`config.mk`:
```
export PLATFORM = sky130hd
export DESIGN_NAME = mux_scan_ctrl
export DESIGN_NICKNAME = d
export VERILOG_FILES = /design/src/rtl/mux_scan_pkg.sv /design/src/rtl/dwell_timer.sv /design/src/rtl/mux_scan_ctrl.sv
export SDC_FILE = /design/constraint.sdc
export NUM_CORES = 1
export LEC_CHECK = 0
export CORE_ASPECT_RATIO = 0.9
export CORE_MARGIN = 1
export CORE_UTILIZATION = 50
export DETAILED_ROUTE_END_ITERATION = 7
export GPL_TIMING_DRIVEN = 0
export PLACE_DENSITY = 0.79
export SLEW_MARGIN = 20
export SYNTH_ARGS = -nofsm -noshare
export SYNTH_HDL_FRONTEND = slang
export SYNTH_SLANG_ARGS = --single-unit
```
`constraint.sdc`:
```
create_clock -name clk -period 1.98 [get_ports clk]
set_input_delay 0.198 -clock clk [delete_from_list [all_inputs] [get_ports clk]]
set_output_delay 0.198 -clock clk [all_outputs]
set_load 0.05 [all_outputs]
```
`src/rtl/mux_scan_pkg.sv`:
```
// Shared constants for the 4:1 mux scan controller: channel count, select
// width, dwell counter width and FSM state encoding.
package mux_scan_pkg;
    localparam int N_CH    = 4;
    localparam int SEL_W   = 2;
    localparam int DWELL_W = 4;

    typedef logic [1:0] state_t;
    localparam state_t S_IDLE = 2'd0;
    localparam state_t S_SCAN = 2'd1;
    localparam state_t S_DONE = 2'd2;
endpackage

```
`src/rtl/dwell_timer.sv`:
```
// Dwell counter: counts while enabled and raises tick on the last cycle of
// each DWELL-cycle window, then wraps to zero.
module dwell_timer
    import mux_scan_pkg::*;
#(
    parameter int DWELL = 1
) (
    input  logic clk,
    input  logic rst,
    input  logic clr,
    input  logic en,
    output logic tick
);
    if (DWELL < 1 || DWELL > 15) begin : g_bad_dwell
        $error("dwell_timer: DWELL must be in 1..15");
    end

    localparam logic [DWELL_W-1:0] LAST = DWELL_W'(DWELL - 1);

    logic [DWELL_W-1:0] cnt;

    assign tick = (cnt == LAST);

    always_ff @(posedge clk) begin
        if (rst || clr)
            cnt <= '0;
        else if (en)
            cnt <= tick ? '0 : cnt + DWELL_W'(1);
    end
endmodule

```
`src/rtl/mux_scan_ctrl.sv`:
```
// Drives a 4:1 mux with a latched word, steps its select 0..3 and reassembles
// the mux output into dout, flagging err when it differs from the driven word.
module mux_scan_ctrl
    import mux_scan_pkg::*;
#(
    parameter int DWELL = 1
) (
    input  logic             clk,
    input  logic             rst,
    input  logic             start,
    input  logic [N_CH-1:0]  din,
    output logic             ready,
    output logic             busy,
    output logic [N_CH-1:0]  mux_i,
    output logic [SEL_W-1:0] mux_sel,
    input  logic             mux_o,
    output logic [N_CH-1:0]  dout,
    output logic             done,
    output logic             err
);
    localparam logic [SEL_W-1:0] SEL_LAST = SEL_W'(N_CH - 1);

    state_t            state, state_nxt;
    logic [N_CH-2:0]   cap;
    logic [N_CH-1:0]   word_fin;
    logic              tick;
    logic              launch;
    logic              last_smp;

    assign launch   = (state == S_IDLE) && start;
    assign last_smp = (state == S_SCAN) && tick && (mux_sel == SEL_LAST);
    // The final channel is taken straight from mux_o, so the compare needs no extra cycle.
    assign word_fin = {mux_o, cap};

    dwell_timer #(.DWELL(DWELL)) u_dwell (
        .clk  (clk),
        .rst  (rst),
        .clr  (launch),
        .en   (state == S_SCAN),
        .tick (tick)
    );

    always_ff @(posedge clk) begin
        if (rst)
            state <= S_IDLE;
        else
            state <= state_nxt;
    end

    always_comb begin
        state_nxt = state;
        case (state)
            S_IDLE:  if (start) state_nxt = S_SCAN;
            S_SCAN:  if (last_smp) state_nxt = S_DONE;
            S_DONE:  state_nxt = S_IDLE;
            default: state_nxt = S_IDLE;
        endcase
    end

    always_comb begin
        ready = (state == S_IDLE);
        busy  = (state == S_SCAN) || (state == S_DONE);
        done  = (state == S_DONE);
    end

    always_ff @(posedge clk) begin
        if (rst) begin
            mux_i   <= '0;
            mux_sel <= '0;
            cap     <= '0;
            dout    <= '0;
            err     <= 1'b0;
        end else if (launch) begin
            mux_i   <= din;
            mux_sel <= '0;
            cap     <= '0;
        end else if (state == S_SCAN && tick) begin
            if (mux_sel == SEL_LAST) begin
                dout <= word_fin;
                err  <= (word_fin != mux_i);
            end else begin
                cap[mux_sel] <= mux_o;
                mux_sel      <= mux_sel + SEL_W'(1);
            end
        end
    end
endmodule

```
* Word-level counts from Yosys, hierarchy flattened
Index checks and enable logic that the tools add are counted.
** Storage, ports and cells
- Register bits after elaboration :: 20
- Word-level logic and storage cells :: 38
- Input bits :: 8
** Cells by class
- Bitwise logic cells :: 2
- Eq/ne operators :: 6
- Reduce and logical (&&, ||, !) cells :: 12
- Multiplexer cells :: 7
- Add/sub/neg operators :: 2
- $lt $le $gt $ge :: 2
** Operators with widths (count)
- adder 4 x 1 -> 4 bit (second input constant) :: 1
- == test 2 bit (second input constant) :: 2
- logical AND 1 bit :: 4
- zero test 4 bit :: 1
- 2-to-1 mux 2 bit :: 2
- 2-to-1 mux 4 bit :: 1
- != test 2 bit (second input constant) :: 2
- != test 4 bit :: 1
- case mux 2 bit (2 select lines) :: 1
- AND reduction 2 bit :: 2
- bitwise mux 3 bit :: 1
- less-than comparator 2 x 3 -> 1 bit (second input constant) :: 1
- AND reduction 3 bit :: 1
- adder 2 x 1 -> 2 bit (second input constant) :: 1
- demux 1 bit (select 2 bit) :: 1
- == test 2 x 1 -> 1 bit (second input constant) :: 1
- greater-or-equal comparator 2 x 1 -> 1 bit (second input constant) :: 1
- zero test 2 bit :: 1
- logical OR 1 bit :: 2
- NOT 1 bit :: 2
- OR reduction 2 bit :: 1
- 2-to-1 mux 1 bit :: 1

* Logic depth before layout (Yosys ltp)
- Word-level depth :: 5
- Depth in mapped cells :: 7
- Gate-level depth less buffers :: 5

* Modules after synthesis
Synthesis repeated with hierarchy kept, for this count alone.
** Second synthesis, totals
- Cell total of the unflattened synthesis :: 109
- Area total of the unflattened synthesis :: 993.5 um^2
** Modules (own cells, without submodules)
- mux_scan_ctrl :: times used 1, area each 797.0 um^2, cells an instance 89
- dwell_timer :: times used 1, area each 196.4 um^2, cells an instance 20

* Least setup slack after synthesis
OpenSTA, ideal clock, no wires.
- Kind :: reg2reg
- Start point :: register mux_sel[0]
- End point :: register err
- Library setup time :: 0.088 ns
- Cell stages (with the launch flop) :: 5
- Data required time :: 1.892 ns
- Setup slack :: 0.254 ns
- Data arrival time :: 1.638 ns
- Cells stage by stage :: dfxtp_1 > ha_1 > a21boi_2 > a21oi_2 > a311oi_2
** Between the ends
- Cells in the longest elaborated chain, start to end :: 2
** RTL lines
- start: declaration :: line mux_scan_ctrl.sv:15 : output logic [SEL_W-1:0] mux_sel,
- start signal: assignment :: line mux_scan_ctrl.sv:83 : mux_sel <= mux_sel + SEL_W'(1);
- == test 2 bit :: line mux_scan_ctrl.sv:78 : if (mux_sel == SEL_LAST) begin
- AND reduction 3 bit (no line)
- end signal: assignment :: line mux_scan_ctrl.sv:80 : err <= (word_fin != mux_i);
- end: declaration :: line mux_scan_ctrl.sv:19 : output logic err
No other way between the ends.
A chain may end at the register's enable or synchronous reset.

* Final worst setup path
- Start point :: register state[0]
- End point :: output port busy
** Between the ends
- Cells in the longest elaborated chain, start to end :: 2
- Elaborated cells between the ends (all ways) :: 3
- Classes of those cells :: eq/ne (2); reduce/logical (1)
** RTL lines
- start: declaration :: line mux_scan_ctrl.sv:23 : state_t state, state_nxt;
- start signal: assignment :: line mux_scan_ctrl.sv:47 : state <= state_nxt;
- == test 2 x 1 -> 1 bit / == test 2 bit (equally long branches) :: line mux_scan_ctrl.sv:62 : busy = (state == S_SCAN) || (state == S_DONE);
- logical OR 1 bit * :: line mux_scan_ctrl.sv:62
- end: declaration :: line mux_scan_ctrl.sv:13 : output logic busy,
Every way passes the cells marked *; elsewhere a longest branch is shown, timed or not.

==> results.json <==
{
  "crit_type": "register to output port",
  "rsz0062_at_grt": "false",
  "crit_path_end_kind": "output port",
  "hold_violations": 0,
  "cts_root_buf": "clkbuf_4",
  "maxSlewHeadroom_pct": 66.32,
  "dr_total_vias": 874,
  "ys_types": 29,
  "design.core.area_mm2": 0.001989,
  "r2r-end": "err",
  "drive_gt1_share_pct": 9.155,
  "reg2reg_depth": 6,
  "worst_hold_path_type": "primary input to register",
  "p_clk_share_pct": 14.4,
  "avgRoutedWirePerCell_um": 12.07,
  "design_area_mm2": 0.001355,
  "placed_area_mm2": 0.001329,
  "area_growth_pct": 23.49,
  "fillers": 177,
  "pwr-share-seq_pct": 37.1,
  "crit_path_start": "state[0]",
  "wirelength_um": 2015,
  "htreeDepth": 1,
  "finalSetupViolCount": 0,
  "fin_tns_setup_ps": 0,
  "whs_path_depth": 3,
  "cts_tree": "yes",
  "drtAntennaViolNets": 0,
  "dieHeight_um": 46.44,
  "dpl.hpwl_um": 1585,
  "clock_skew_ps": 4.527,
  "clk_latency_ps": 300,
  "clk_pin_slew_worst_paths_ps": 100,
  "antenna_found_initial": 0,
  "synth-seq-cells": 20,
  "floorplan.initialDensity_pct": 55.16,
  "syn_nets": 138,
  "p_leak_nw": 0.5462,
  "synth_flop_cell": "dfxtp_1",
  "cp.arrival_ps": 1590,
  "switching_power_uw": 558.8,
  "status": "finished, final reports clean",
  "drc": 0,
  "synthArstFlopShare_pct": 0,
  "r2r_start": "state[0]",
  "start_kind": "register",
  "hold_start": "start",
  "portBuffers": 20,
  "cts_hold_buf": 0,
  "r2r_slack_ps": 380,
  "final_common_cell": "dfxtp_1",
  "worst_pin_slew_ps": 503.6,
  "fin_crit_sh_pct": 90.51,
  "ios": 22,
  "fp.dieArea_mm2": 0.002386,
  "overflow": 0,
  "dr.pass1.iters": 3,
  "gp_congestion": 0.8031,
  "synth_edf_count": 0,
  "postSynthAreaPerCell_um2": 9.221,
  "switching_share_pct": 43.02,
  "grt_pass1_wl_um": 3387,
  "grt_pass1_vias": 796,
  "power_frac_comb_pct": 48.4,
  "antennaDiodeCount": 0,
  "synthCells": 119,
  "first_iter_violations": 11,
  "syn_area_mm2": 0.001097,
  "cts_buffers": 3,
  "finalCriticalPeriod_ps": 1792,
  "slew_viol_final": 0,
  "mostFrequentLayoutCells": "20 x dfxtp_1, 17 x clkdlybuf4s50_1, 14 x a21oi_1, 11 x nand2_1, 11 x ha_1",
  "p_per_area_mw_per_mm2": 958.5,
  "viasPerCell": 5.234,
  "max_freq_mhz": 558.0,
  "clockBufferDepth": 2,
  "track_usage_pct": 19.97,
  "ir_drop_uv": 837.1,
  "maxCapViolCount": 0,
  "cp.required_ps": 1780,
  "nets": 163,
  "p_int_uw": 740.0,
  "clock-sinks": 20,
  "crit_fanout": 4,
  "grt_max_degree": 11,
  "die_w_um": 51.38,
  "yosysSeqAreaShare_pct": 36.49,
  "min_to": "mux_i[2]",
  "row_count": 15,
  "yosysWarnings": 0
}
==> critical path, cell delays in order, from the launching register on <==
cell,delay (ps)
dfxtp_1,400
inv_1,100
ha_1,280
dlygate4sd2_1,520
==> state kept, by name (all words and copies together), names as in the netlist <==
| name | count |
|---|---|
| dout | 4 |
| mux_i | 4 |
| u_dwell.cnt | 4 |
| cap | 3 |
| mux_sel | 2 |
| state | 2 |
| err | 1 |
==> layout make-up <==
| cell class | count | area [um^2] | area share (%) |
|---|---|---|---|
| buffer | 5 | 30.03 | 2.216 |
| sequential | 20 | 400.4 | 29.55 |
| clock buffer | 3 | 22.52 | 1.662 |
| multi-input combinational | 86 | 636.9 | 47.00 |
| inverter | 8 | 30.03 | 2.216 |
| tap | 25 | 31.28 | 2.308 |
| timing repair buffer | 20 | 203.9 | 15.05 |
==> power by group through the flow <==
| stage | logic [mW] | clock network [mW] | registers [mW] |
|---|---|---|---|
| after global routing | 0.679 | 0.209 | 0.487 |
| after CTS | 0.637 | 0.193 | 0.482 |
| final | 0.629 | 0.188 | 0.482 |
| after global placement | 0.629 | 0 | 0.488 |
| after detailed placement | 0.643 | 0 | 0.492 |
| after floorplan | 0.422 | 0 | 0.553 |
==> kinds of logic (layout without fill, tap and decap cells) <==
family	count (synthesis)	in the layout	synth area share [%]
xor+xnor	5	5	3.991
compound gates	26	26	14.82
mux	6	6	5.473
simple gates	38	38	21.21
flops	20	20	36.49
buf+inv	13	36	5.473
fa+ha+maj	11	11	12.54
==> worst max-delay path by stage <==
stage | to | slack [ps] | cells past startpoint
final | busy | 190 | 3
after global routing | busy | 130 | 3
after CTS | ready | 10 | 3
after detailed placement | busy | 240 | 3
after global placement | busy | 280 | 3
after floorplan | err | 250 | 4
==> through the flow <==
step                instances  hold slack (ps)  setup slack (ps)  power (mW)  util [%]
finish                    167            239.5             187.9       1.299     68.11
global route              167            235.6             126.5       1.376     68.11
CTS                       167            229.3             9.516       1.312     67.86
detailed placement        164            479.4             244.2       1.135     66.79
global placement          164            462.4             278.3       1.116     66.79
floorplan                 119            345.5             253.7      0.9748         -
==> metal layers <==
layer	vias up	global-route usage, %	part of all wire, %
li1	457	-	-
met1	397	24.30	48
met2	15	32.99	46
met3	5	6.271	3.9
met4	0	8.108	1.5
met5	-	0	0
==> cells in the mapped netlist (2+ instances only) <==
master | instances | share of area (%)
nor2_1 | 2 | 0.68
nand3b_1 | 3 | 2.1
a21oi_1 | 14 | 6.4
nand2_1 | 11 | 3.8
xor2_1 | 4 | 3.2
ha_1 | 11 | 13
buf_4 | 2 | 1.4
o21ai_0 | 6 | 2.7
nand3_1 | 8 | 3.6
buf_2 | 3 | 1.4
nand2b_1 | 6 | 3.4
inv_1 | 8 | 2.7
mux2i_1 | 6 | 5.5
dfxtp_1 | 20 | 36
==> repair_timing <==
| item | CTS | global route |
|---|---|---|
| setup buffers | 0 | 0 |
| setup endpoints to repair | 1 | 2 |
| cloned | 0 | 0 |
| resized for setup | 1 | 2 |
Power figures use the tool's default switching activity.
